## src/rtl/pixel_pingpong_buf.sv

```systemverilog
// ---------------------------------------------------------------------------
// pixel_pingpong_buf
//
// Double-buffered (ping-pong) pixel store between a pixel writer and a
// display scan-out reader. The writer fills one bank while the reader scans
// the other. The banks swap only once both sides have reported frame done.
//
// Optional feature macro: PIXBUF_OOB_ERR_EN
//   When defined, this adds output port oob_err. It is a sticky error flag,
//   cleared only by reset, that rises one cycle after any of these events:
//   an out-of-range write, an out-of-range read, or a write attempted while
//   wr_ready is low.
//
// Ports
//   clock      in   sole clock, all logic on posedge
//   reset      in   asynchronous, active-high
//   WE         in   write strobe
//   waddr      in   write pixel address (within the write bank)
//   WData      in   write data, low CH_W*CHANNELS bits stored
//   wr_ready   out  1 while the write bank accepts pixels (state FILL)
//   wr_done    in   pulse: writer finished its frame
//   RE         in   read strobe
//   raddr      in   read pixel address (within the read bank)
//   rd_done    in   pulse: reader finished its frame
//   oob_err    out  sticky misuse flag (only with PIXBUF_OOB_ERR_EN)
//   dout       out  read pixel, channel k at [k*CH_W +: CH_W]
//   dout_valid out  dout updated this cycle
//   rd_bank    out  bank being read; write bank is ~rd_bank
//   swap_pulse out  one-cycle pulse in the cycle after a bank swap
// ---------------------------------------------------------------------------
module pixel_pingpong_buf #(
    parameter int CH_W     = 8,
    parameter int CHANNELS = 3,
    parameter int DEPTH    = 100,
    parameter int AW       = 20,
    parameter int WDATA_W  = 32
) (
    input  logic                     clock,
    input  logic                     reset,
    input  logic                     WE,
    input  logic [AW-1:0]            waddr,
    input  logic [WDATA_W-1:0]       WData,
    output logic                     wr_ready,
    input  logic                     wr_done,
    input  logic                     RE,
    input  logic [AW-1:0]            raddr,
    input  logic                     rd_done,
`ifdef PIXBUF_OOB_ERR_EN
    output logic                     oob_err,
`endif
    output logic [CH_W*CHANNELS-1:0] dout,
    output logic                     dout_valid,
    output logic                     rd_bank,
    output logic                     swap_pulse
);

    localparam int PW  = CH_W * CHANNELS;
    // Index width into one bank; addresses are range-checked before use.
    localparam int DAW = (DEPTH > 1) ? $clog2(DEPTH) : 1;
    // DEPTH may equal 2**AW, so compare with one extra bit.
    localparam logic [AW:0] DEPTH_W = (AW+1)'(DEPTH);

    typedef enum logic [0:0] {
        ST_FILL = 1'b0,
        ST_WAIT = 1'b1
    } state_e;

    // Pixel storage: two banks, contents deliberately not reset.
    logic [PW-1:0] mem_q [0:1][0:DEPTH-1];

    state_e        state_q, state_d;
    logic          rd_bank_q, rd_bank_d;
    logic          wr_flag_q, wr_flag_d;
    logic          rd_flag_q, rd_flag_d;
    logic          swap_pulse_q, swap_pulse_d;
    logic          wr_ready_q, wr_ready_d;
    logic          dout_valid_q, dout_valid_d;
    logic [PW-1:0] dout_q, dout_d;

    logic          wr_in_range_s;
    logic          rd_in_range_s;
    logic          wr_en_s;
    logic          swap_s;
    logic [PW-1:0] rd_data_s;
    logic          unused_wdata_s;

    assign wr_in_range_s = ({1'b0, waddr} < DEPTH_W);
    assign rd_in_range_s = ({1'b0, raddr} < DEPTH_W);
    // The reset term keeps memory untouched while the block is held in reset.
    assign wr_en_s       = WE & wr_ready_q & wr_in_range_s & ~reset;
    // A done pulse in the same cycle counts just like an already-set flag.
    assign swap_s        = (wr_flag_q | wr_done) & (rd_flag_q | rd_done);
    // Reads and writes in the swap cycle still use the pre-swap bank.
    assign rd_data_s     = mem_q[rd_bank_q][raddr[DAW-1:0]];
    // Only the low PW bits of WData are stored; the rest is intentionally dropped.
    assign unused_wdata_s = ^WData;

    // Write port into the current write bank.
    always_ff @(posedge clock) begin
        if (wr_en_s) begin
            mem_q[~rd_bank_q][waddr[DAW-1:0]] <= WData[PW-1:0];
        end
    end

    // Next-state logic for the swap handshake, the FSM and the read port.
    always_comb begin
        state_d      = state_q;
        rd_bank_d    = rd_bank_q;
        wr_flag_d    = wr_flag_q;
        rd_flag_d    = rd_flag_q;
        swap_pulse_d = 1'b0;
        dout_d       = dout_q;
        dout_valid_d = 1'b0;

        if (swap_s) begin
            rd_bank_d    = ~rd_bank_q;
            wr_flag_d    = 1'b0;
            rd_flag_d    = 1'b0;
            state_d      = ST_FILL;
            swap_pulse_d = 1'b1;
        end else begin
            wr_flag_d    = wr_flag_q | wr_done;
            rd_flag_d    = rd_flag_q | rd_done;
            swap_pulse_d = 1'b0;
            case (state_q)
                ST_FILL: begin
                    if (wr_flag_q | wr_done) begin
                        state_d = ST_WAIT;
                    end else begin
                        state_d = ST_FILL;
                    end
                end
                ST_WAIT: state_d = ST_WAIT;
                default: state_d = ST_FILL;
            endcase
        end

        wr_ready_d = (state_d == ST_FILL);

        if (RE) begin
            dout_valid_d = 1'b1;
            if (rd_in_range_s) begin
                dout_d = rd_data_s;
            end else begin
                dout_d = {PW{1'b0}};
            end
        end else begin
            dout_valid_d = 1'b0;
            dout_d       = dout_q;
        end
    end

    // State and registered outputs.
    always_ff @(posedge clock or posedge reset) begin
        if (reset) begin
            state_q      <= ST_FILL;
            rd_bank_q    <= 1'b0;
            wr_flag_q    <= 1'b0;
            rd_flag_q    <= 1'b1;   // empty bank 0 counts as already read
            swap_pulse_q <= 1'b0;
            wr_ready_q   <= 1'b1;
            dout_valid_q <= 1'b0;
            dout_q       <= {PW{1'b0}};
        end else begin
            state_q      <= state_d;
            rd_bank_q    <= rd_bank_d;
            wr_flag_q    <= wr_flag_d;
            rd_flag_q    <= rd_flag_d;
            swap_pulse_q <= swap_pulse_d;
            wr_ready_q   <= wr_ready_d;
            dout_valid_q <= dout_valid_d;
            dout_q       <= dout_d;
        end
    end

`ifdef PIXBUF_OOB_ERR_EN
    logic oob_err_q, oob_err_d;

    // Sticky misuse detector; only reset clears it.
    always_comb begin
        oob_err_d = oob_err_q
                  | (WE & (~wr_in_range_s | ~wr_ready_q))
                  | (RE & ~rd_in_range_s);
    end

    // Misuse flag register.
    always_ff @(posedge clock or posedge reset) begin
        if (reset) begin
            oob_err_q <= 1'b0;
        end else begin
            oob_err_q <= oob_err_d;
        end
    end

    assign oob_err = oob_err_q;
`endif

    assign wr_ready   = wr_ready_q;
    assign dout       = dout_q;
    assign dout_valid = dout_valid_q;
    assign rd_bank    = rd_bank_q;
    assign swap_pulse = swap_pulse_q;

endmodule
```

## config.mk

```make
export PLATFORM = sky130hd
export DESIGN_NAME = pixel_pingpong_buf
export DESIGN_NICKNAME = d
export VERILOG_FILES = /design/src/rtl/pixel_pingpong_buf.sv
export SDC_FILE = /design/constraint.sdc
export NUM_CORES = 2
export LEC_CHECK = 0
export BUFFER_PORTS_ARGS = -buffer_cell sky130_fd_sc_hd__buf_2
export CORE_MARGIN = 3
export CORE_UTILIZATION = 43
export DETAILED_ROUTE_END_ITERATION = 7
export PLACE_DENSITY = 0.55
export SYNTH_ARGS = -nofsm -noshare
export SYNTH_HDL_FRONTEND = slang
export SYNTH_MEMORY_MAX_BITS = 65536
export SYNTH_SLANG_ARGS = --single-unit
```

## constraint.sdc

```tcl
create_clock -name clock -period 3.9 [get_ports clock]
set_clock_uncertainty 0.05 [all_clocks]
set_input_delay 1.17 -clock clock [delete_from_list [all_inputs] [get_ports clock]]
set_output_delay 1.17 -clock clock [all_outputs]
set_load 0.02 [all_outputs]
```

# Word level (Yosys, flattened, before mapping)

Memory sizes are Yosys's and may differ from the RTL's.
Cells that the tools add are included.

Bitwise operators: 12
Multiplexer cells: 15
Reduce and logical (&&, ||, !) cells: 1
$lt $le $gt $ge: 5

Operators with widths:

| cell                                                                           | number |
|---|---|
| 2400-bit two-way mux                                                           | 1 |
| 24-bit binary-select mux with 7-bit select                                     | 1 |
| 24-bit demux with 7-bit select                                                 | 1 |
| 24-bit two-way mux                                                             | 4 |
| 20-bit by 7-bit less-than comparator with 1-bit output (second input constant) | 2 |
| 8-bit >= comparator (second input constant)                                    | 2 |
| 7-bit inverter with 8-bit output                                               | 2 |
| 8-bit by 1-bit less-than comparator with 1-bit output (second input constant)  | 1 |
| 1-bit two-way mux                                                              | 7 |
| 1-bit AND                                                                      | 4 |
| 1-bit inverter                                                                 | 4 |
| 1-bit OR                                                                       | 2 |
| 1-bit case mux with 2 select lines                                             | 1 |
| 1-bit logical AND                                                              | 1 |

Register bits after elaboration: 31
Output and inout bits: 28
Bits in writable memories: 4800
Memories kept: 1

Memory list:

| memory | depth | bits a word | read ports | clocked after memory_dff | wr ports | line | text |
|---|---|---|---|---|---|---|---|
| mem_q  | 2     | 2400        | 1          | 0                        | 1        | 69   | `logic [PW-1:0] mem_q [0:1][0:DEPTH-1];` |

# Longest topological paths before layout

Word-level depth: 6
Depth in mapped cells: 13

# Worst setup path after synthesis

OpenSTA, ideal clock, no wires.

Path kind: in2reg
Start point: in waddr[16]
End point: mem mem_q[0][144] in the netlist's numbering, enable pin
Data required time: 3445 ps
Setup slack: -25 ps
Library setup time: 405 ps
Cell stages on the path: 7
Data arrival time: 3470 ps
Buffers on the path: 1
Path through: nor4_1 > and4b_1 > nand4_1 > nor3_1 > nand3_1 > clkbuf_1 > nor2_1

Word-level cells in the longest chain between the ends: 5

Ends and longest elaborated chain:

| element                                                | line | text |
|---|---|---|
| from (decl)                                            | 41   | `input logic [AW-1:0] waddr,` |
| 20-bit by 7-bit less-than comparator with 1-bit output | 87   | `assign wr_in_range_s = ({1'b0, waddr} < DEPTH_W);` |
| 1-bit AND (2 in a row)                                 | 90   | `assign wr_en_s = WE & wr_ready_q & wr_in_range_s & ~reset;` |
| 1-bit two-way mux                                      | 100  | `if (wr_en_s) begin` |
| 2400-bit two-way mux (implied by the code)             | 101  | `mem_q[~rd_bank_q][waddr[DAW-1:0]] <= WData[PW-1:0];` |
| to (decl)                                              | 69   |  |

Every way passes these cells.

# Worst setup path after layout

Start point: reg rd_bank_q (netlist: rd_bank)
End point: reg dout_q[11] (netlist: dout[11])

Word-level cells in the longest chain between the ends: 5

Ends and longest elaborated chain:

| element                                               | line | text |
|---|---|---|
| from (decl)                                           | 72   | `logic rd_bank_q, rd_bank_d;` |
| from (signal assigned)                                | 166  | `rd_bank_q <= rd_bank_d;` |
| memory read 2 x 2400 bit                              | -    |  |
| 24-bit binary-select mux with 7-bit select            | 94   | `assign rd_data_s = mem_q[rd_bank_q][raddr[DAW-1:0]];` |
| 24-bit two-way mux (implied by the code) (2 in a row) | 94   |  |
| 24-bit two-way mux                                    | 142  | `if (rd_in_range_s) begin` |
| to (signal assigned)                                  | 163  | `dout_q <= {PW{1'b0}};` |
| to (signal assigned)                                  | 172  | `dout_q <= dout_d;` |
| to (decl)                                             | 78   | `logic [PW-1:0] dout_q, dout_d;` |

Every way passes these cells. The select of a mux whose other input is x is not followed.
A chain may end at the register's enable or synchronous reset.

==> results by group <==
STA
  – F_max: 263.8 MHz
  – RSZ-0062 raised after global routing: false
  – Slew HR: 17.70%
  – Fin Setup TNS: 0 ns
  – Final Worst Setup Slack: 0.1099 ns
  – Period utilization: 97.18%
  – Final hold viol count: 0
  – Setup violators final: 0
  – Min cycle time layout: 3.790 ns
  – Worst slew pin tran: 1.215 ns
  – WHS: 0.2554 ns
  – Max-slew violations: 0

Detailed routing
  – Met1 Wirelength: 225.7 mm
  – Routed wl met2: 274.1 mm
  – Metal3 WL: 46.74 mm
  – Drt wl/cell: 35.78 µm
  – Via density: 6.040
  – WL final: 570.1 mm
  – 1st-iter DRT viols: 12.74k
  – Vias: 96.25k
  – Antenna violation net count after detailed routing: 0
  – Top Layer Used: met5
  – DRC viols: 0
  – Pre-Repair DR Iteration Count: 6

Logic synthesis
  – Cell taking the most area after synthesis: edfxtp_1
  – Async SR Flop Fraction: 0.6417%
  – Synth Flop Type: edfxtp_1
  – Number of library cell types mapped by synthesis: 70
  – Post-synth top cells: 4800 x edfxtp_1, 1113 x mux4_2, 456 x mux2i_1
  – Leading post-synthesis cells by cell area: edfxtp_1 77%, mux4_2 13%, mux2i_1 2.4%
  – Most frequent cell after synthesis: edfxtp_1
  – Post-Syn Nets: 8588
  – #FFs+latches synth: 4831
  – Seq/Total Area, Yosys: 77.59%
  – Syn avg cell area: 21.95 µm²
  – Post-synth EDFFs: 4800
  – Synth Instances: 8510
  – Ys Warns: 0
  – Top-area cell type share of the netlist area: 77.17%
  – Post-synthesis cell area: 186800 µm²

Clock network
  – CTS tree: done
  – Max clock buf depth: 4
  – H-tree depth: 6
  – Clock slew at reported path FFs: 0.06 ns
  – Clk sink count: 4831
  – TritonCTS Buffers: 519
  – Root Driver: clkbuf_16
  – Clk_lat worst skew: 1.06 ns

Cells and area
  – Fin nets: 9874
  – Layout cells sized above 1: 32.94%
  – Area Overhead vs Synth: 19.30%

Setup path
  – Worst Path Max Fanout: 23
  – RR Startpoint: rd_bank
  – Setup CP Type: register to register
  – Crit path launch type: register
  – Crit path arrival time: 4.60 ns
  – Worst path required time: 4.71 ns
  – CP Capture Type: register
  – Crit. Startpoint: rd_bank

Power and ir drop
  – Final Power: 126.5 mW
  – Peak VDD IR: 0.4521 mV
  – PwrDens: 567.6 nW/µm²
  – Static leakage: 71.95 nW

Die
  – Core Box Area: 431800 µm²
  – IO Pins: 106
  – Die height: 665.1 µm
  – Starting density of the core: 43.25%
  – Die ar.: 442300 µm²
  – Die W: 665.1 µm
  – Row count: 241

Worst hold path
  – Min-delay src: wr_done
  – Hold/Removal Path Class: primary input to register

Placement
  – Port bufs: 97
  – Routability Congestion: 0.8955
  – Worst slack at placement: -0.8347 ns
  – Dpl hpwl: 357.6 mm

Global route
  – Global-route wire length before repair: 789.4 mm
  – Global Route Usage Sum: 25.60%
  – Vias in the first global route: 96.90k
  – Antenna violations before repair: 50
  – Largest net degree at the start of global routing: 113
  – Final global-route overflow total: 0

Outcome
  – Status: finished clean

Flow run
  – Max Cap Viol: 0
## state kept, by name, summed over array words and instances, names as in the netlist
register	flops
mem_q	4800
dout	24
dout_valid	1
rd_bank	1
rd_flag_q	1
state_q	1
swap_pulse	1
wr_flag_q	1
wr_ready	1
## power breakdown
| part | total (mW) | internal (mW) | switching (mW) |
|---|---|---|---|
| combinational | 21.6 | 10.6 | 11.0 |
| sequential | 57.1 | 57.1 | 0.0190 |
| clock | 47.7 | 27.2 | 20.5 |
| total | 126 | 94.9 | 31.5 |
## path summary, 6_finish.rpt
| check | endpoint | slack [ns] | cells after the start |
|---|---|---|---|
| hold reg to reg | wr_ready | 0.36 | 1 |
| setup reg to reg | dout[11] | 0.11 | 12 |
| min in group asynchronous | dout[22] | 0.37 | 2 |
| setup / recovery | dout[11] | 0.11 | 12 |
| hold / removal | rd_flag_q | 0.26 | 2 |
| max in group asynchronous | dout[21] | 2.72 | 3 |
## cell families after synthesis
logic type / after synthesis / synth area share, %
AOI/OAI and AO/OA: 668 / 2.498
DFF: 4831 / 77.59
xor gates and xnor gates: 1 / 0.004690
and+or+nand+nor: 905 / 2.094
muxes: 1592 / 16.00
buffers and inverters: 513 / 1.808
## worst max-delay path, stage by stage (launching register included)
cell and delay, ns:
dfrtp_4 0.43, buf_4 0.19, buf_4 0.18, buf_12 0.16
buf_12 0.21, buf_12 0.20, mux4_2 0.56, a22oi_1 0.21
nand3_1 0.44, a21oi_4 0.42, or3_4 0.27, buf_4 0.13
a32oi_1 0.07
## area by class of cell
class                      count  area, µm²
antenna                       27      67.56
inverter                      13      75.07
multi-input combinational   3166      39490
clock inverter               285       2783
fill                       33790     209000
tap                         5710       7144
clock buffer                 638      13600
timing repair buffer        1265      14740
sequential                  4831     144900
## routing by layer
metal / global-route usage [%] / vias to the layer above
li1: - / 38610
met1: 35.43 / 52240
met2: 41.20 / 4549
met3: 4.252 / 854
met4: 9.370 / 6
met5: 0 / -
## stage by stage
stage	utilization [%]	instances	area (µm²)
after detailed placement	47.77	14980	206300
after floorplan	-	8510	186800
after global placement	47.77	14980	206300
after CTS	51.58	15910	222700
final	51.60	15940	222800
after global routing	51.59	15920	222800
## layout by cell type, fill, tap and decap left out, types with 97 or more instances in the layout
cell	synthesis	layout
edfxtp_1	4800	4800
mux4_2	1113	1113
buf_4	44	748
clkbuf_16	0	526
mux2i_1	456	455
buf_12	11	421
nand2_1	354	340
nor2_2	0	134
a21oi_1	113	112
clkbuf_1	169	110
clkinv_1	2	105
nand3_1	105	100
o21ai_0	98	97
## what timing repair did
action / 4_1_cts / 5_1_grt
resized for setup: 3 / 3
setup buffers: 6 / 0
setup endpoints to repair: 6 / 3
hold buffers: 0 / 0
(Power assumes the default switching activity.)
